File: src/rtl/lp_decimator.sv
// Keep-every-D-th-sample decimator on a ready/valid stream.
// One output register, a phase counter and a wrapping count of emitted samples.
module lp_decimator #(
  parameter int W = 32,
  parameter int D = 4
) (
  input  logic         clk,
  input  logic         rst_n,
  input  logic [W-1:0] x_data,
  input  logic         x_valid,
  output logic         x_ready,
  output logic [W-1:0] y_data,
  output logic         y_valid,
  input  logic         y_ready,
  input  logic         phase_sync,
  output logic [15:0]  keep_count
);

  localparam int PW = (D > 1) ? $clog2(D) : 1;
  localparam logic [PW-1:0] PH_LAST = PW'(D - 1);

  logic [PW-1:0] ph;
  logic          on_keep_phase;
  logic          hs_in;
  logic          hs_out;
  logic          keep;

  assign on_keep_phase = (ph == '0);
  // Drop-phase samples never stall; only a keep-phase sample waits on the output register.
  assign x_ready = ~on_keep_phase | ~y_valid | y_ready;
  assign hs_in   = x_valid & x_ready;
  assign hs_out  = y_valid & y_ready;
  assign keep    = hs_in & on_keep_phase;

  // Sample arriving with phase_sync is classified on the old phase; sync wins the update.
  always_ff @(posedge clk or negedge rst_n) begin
    if (!rst_n) begin
      ph <= '0;
    end else if (phase_sync) begin
      ph <= '0;
    end else if (hs_in) begin
      ph <= (ph == PH_LAST) ? '0 : ph + 1'b1;
    end
  end

  always_ff @(posedge clk or negedge rst_n) begin
    if (!rst_n) begin
      y_data  <= '0;
      y_valid <= 1'b0;
    end else if (keep) begin
      y_data  <= x_data;
      y_valid <= 1'b1;
    end else if (hs_out) begin
      y_valid <= 1'b0;
    end
  end

  always_ff @(posedge clk or negedge rst_n) begin
    if (!rst_n) begin
      keep_count <= '0;
    end else if (hs_out) begin
      keep_count <= keep_count + 16'd1;
    end
  end

endmodule

File: config.mk
export PLATFORM = sky130hd
export DESIGN_NAME = lp_decimator
export DESIGN_NICKNAME = d
export VERILOG_FILES = /design/src/rtl/lp_decimator.sv
export SDC_FILE = /design/constraint.sdc
export NUM_CORES = 1
export LEC_CHECK = 0
export CORE_ASPECT_RATIO = 2
export CORE_MARGIN = 3
export CORE_UTILIZATION = 45
export DETAILED_ROUTE_END_ITERATION = 10
export MAX_ROUTING_LAYER = met4
export PLACE_DENSITY = 0.89
export SKIP_LAST_GASP = 1
export SLEW_MARGIN = 0
export SYNTH_ARGS = -nofsm -noshare
export SYNTH_HDL_FRONTEND = slang
export SYNTH_SLANG_ARGS = --single-unit
export TNS_END_PERCENT = 30
File: constraint.sdc
create_clock -name clk -period 4.2 [get_ports clk]
set_clock_uncertainty 0.2 [all_clocks]
set_input_delay 1.26 -clock clk [delete_from_list [all_inputs] [get_ports clk]]
set_output_delay 1.26 -clock clk [all_outputs]
set_load 0.01 [all_outputs]
==> flow_metrics.tcl <==
set metrics [dict create \
    drv_cap 0 \
    slowest_stage "clkdlybuf4s50_1" \
    grt_max_degree 52 \
    max_freq_ghz 0.2567 \
    worstSetupPathType "input pin to primary output" \
    netlist_instances 143 \
    cp-start-kind "input pin" \
    swShare_pct 27.37 \
    dpl-instance-area_um2 2987 \
    viasPerCell 4.955 \
    power.internal_mw 1.113 \
    power_frac_seq_pct 44.8 \
    slew_violations 0 \
    place.gp.congestion 0.8130 \
    finalCriticalPeriod_ns 3.896 \
    max_slew_margin_pct 27.47 \
    synth_top_family_by_area "multiplexers" \
    syn_avg_cell_area_um2 14.52 \
    vdd_drop_max_mv 0.3218 \
    final_cells 290 \
    synth-compound-area-share_pct 0.4819 \
    drc 0 \
    synthAdderAreaFrac_pct 1.807 \
    synth_seq_cells 51 \
    clk_path_buf_depth 2 \
    cts_buffers 5 \
    die_w_um 54.04 \
    power_density_nw_per_um2 493.5 \
    grt_pass1_vias 1497 \
    critical_path_arrival_ns 2.44 \
    dpl.cell_count 282 \
    finalHoldViolations 0 \
    clk_pin_slew_worst_paths_ns 0.09 \
    switchingPower_mw 0.4193 \
    final_antenna_net_count 0 \
    hold_class "flip-flop to flip-flop" \
    crit_top_cell "clkdlybuf4s50_1" \
    synth_xor_area_share_pct 6.325 \
    p_comb_share_pct 32.6 \
    cts_sinks 51 \
    synth_fp_nets 183 \
    finalSetupViolCount 0 \
    pwr-share-clk_pct 22.6 \
    yosysWarnings 0 \
    timing.final.ws_setup_ns 0.3040 \
    grt_antenna_before_repair 0 \
    cp_max_fo 3 \
    drtPass1Iterations 4 \
    root_buffer "clkbuf_8" \
    dieArea_um2 5516 \
    wirelength_mm 4.530 \
    vias 1437 \
    final_area_um2 3104 \
    die_h_um 102.1 \
    core_um2 4382 \
    num_antenna_cells 0 \
    synth_cell_type_count 24 \
    cts_max_level 2 \
    cts_tree "built" \
    gr-total-overflow 0 \
    tightest_slew_ns 1.088 \
    fill_cells 333 \
    ios 87 \
    place_hpwl_mm 3.469 \
    grt_pass1_wl_mm 7.038 \
    drive_above_1_share_pct 20.76 \
    outcome "complete, no violations" \
    clk-insertion-delay-late_ns 0.29 \
    finalNetCount 275 \
    fp-row-count 34 \
    cp.required_ns 2.74 \
    worstSetupEndpointType "primary output" \
    post-cts-setup-buffer-count 0 \
    preCtsSetupSlack_ns 0.3073 \
    yosys.area_share.simple_pct 9.639 \
    rsz0062_at_grt "false" \
    ctsResizeCount 0 \
    yosysSeqAreaShare_pct 61.45 \
    synth.area.mux_share_pct 18.07 \
    tns_ns 0 \
    start_util_pct 47.40 \
    syn_area_um2 2077 \
    whs_path_depth 1 \
    fin_crit_sh_pct 92.76 \
    wl_per_cell_um 15.62 \
    port_buffers 86 \
    path_cells "clkdlybuf4s50_1 > nand3b_1 > clkdlybuf4s50_1" \
    grt_usage_pct 18.34 \
    reg2reg_depth 6 \
    drtIter0Drc 9 \
    leakage_nw 1.337 \
    cp_slowest_stage_delay_ns 0.56 \
    synthToLayoutAreaGrowth_pct 49.46 \
    hold_buffers 0 \
]
[synth_stat cells]
master	count	area [um2]
a21oi_1	2	10.01
and2_1	1	6.260
and3_1	1	6.260
and4_1	1	8.760
buf_2	1	5.000
buf_6	3	33.78
dfrtp_1	51	1276
ha_1	3	37.54
inv_1	2	7.510
mux2_2	32	360.4
mux2_4	1	15.01
nand2_1	10	37.54
nand2b_1	1	6.260
nand3_1	7	35.03
nand3b_1	1	7.510
nand4_1	2	12.51
nand4_4	1	21.27
nor2_1	4	15.01
nor2b_1	1	6.260
nor3_2	1	10.01
nor4_4	1	21.27
or3_1	1	6.260
xnor2_1	8	70.07
xor2_1	7	61.31
[through the flow]
stage	utilization (%)	power [mW]	hold WS (ns)
4_1_cts	70.85	1.558	0.2858
6_report	70.85	1.532	0.2779
5_1_grt	70.85	1.619	0.2988
3_3_place_gp	68.16	1.185	0.2625
2_1_floorplan	-	0.8944	0.3075
3_5_place_dp	68.16	1.204	0.2708
[critical path, delay by kind of cell]
kind	cells	cell delay [ns]
buffers and inverters	2	1.03
AND/OR/NAND/NOR	1	0.15
[layer usage]
layer / up-vias / global-route usage [%] / wire, um
met2: 54 / 33.74 / 2661
met4: 0 / 8.253 / 126
met5: - / - / 0
li1: 672 / - / -
met1: 701 / 17.30 / 1527
met3: 10 / 3.504 / 215
[flip-flops by register name (all words and copies together) (netlist names)]
signal,flops
keep_count,16
y_valid,1
ph,2
y_data,32
[cells by family (layout without fill, tap and decap cells)]
family,count (synthesis),after routing
xor gates and xnor gates,15,15
DFF,51,51
AOI/OAI and AO/OA,2,2
buffers and inverters,6,99
adders and majority gates,3,3
and+or+nand+nor,33,33
muxes,33,33
[power by group through the flow]
stage               clock network [mW]  logic, mW  registers (mW)
floorplan                            0      0.155           0.739
global placement                     0      0.496           0.689
detailed placement                   0      0.507           0.697
CTS                              0.359      0.510           0.689
global route                     0.378      0.538           0.702
finish                           0.346      0.499           0.687
[path summary, 6_finish.rpt]
kind / to / startpoint / slack (ns)
setup / recovery: x_ready / y_ready / 0.30
hold / removal: keep_count[15]$_DFFE_PN0P_ / keep_count[15]$_DFFE_PN0P_ / 0.28
setup reg to reg: y_data[18]$_DFFE_PN0P_ / ph[0]$_DFFE_PN0P_ / 2.38
hold reg to reg: keep_count[15]$_DFFE_PN0P_ / keep_count[15]$_DFFE_PN0P_ / 0.28
max in group asynchronous: y_data[2]$_DFFE_PN0P_ / rst_n / 2.18
min in group asynchronous: y_data[25]$_DFFE_PN0P_ / rst_n / 0.96
[final cells by class]
class	count	area, um2	share of cell area [%]
Inverter	2	7.507	0.2418
Tap cell	54	67.56	2.177
Sequential cell	51	1276	41.11
Timing Repair Buffer	89	878.3	28.30
Multi-Input combinational cell	86	757.0	24.39
Clock buffer	6	82.58	2.660
Clock inverter	2	35.03	1.129
[placed cells by master (no fill, tap or decap)]
| cell type | n |
|---|---|
| clkdlybuf4s50_1 | 85 |
| dfrtp_1 | 51 |
| mux2_2 | 32 |
| nand2_1 | 10 |
| xnor2_1 | 8 |
| nand3_1 | 7 |
| xor2_1 | 7 |
| clkbuf_8 | 6 |
| nor2_1 | 4 |
| ha_1 | 3 |
| buf_4 | 3 |
| inv_1 | 2 |
| nand4_1 | 2 |
| a21oi_1 | 2 |
| nand3b_1 | 1 |
| nand2b_1 | 1 |
| nor2b_2 | 1 |
| nand4_4 | 1 |
| nor3_2 | 1 |
| and2_1 | 1 |
| and4_1 | 1 |
| nor4_4 | 1 |
| and3_1 | 1 |
| or3_1 | 1 |
| mux2_4 | 1 |
| clkinv_2 | 1 |
| bufinv_16 | 1 |
| buf_2 | 1 |
Power figures use the tool's default switching activity.
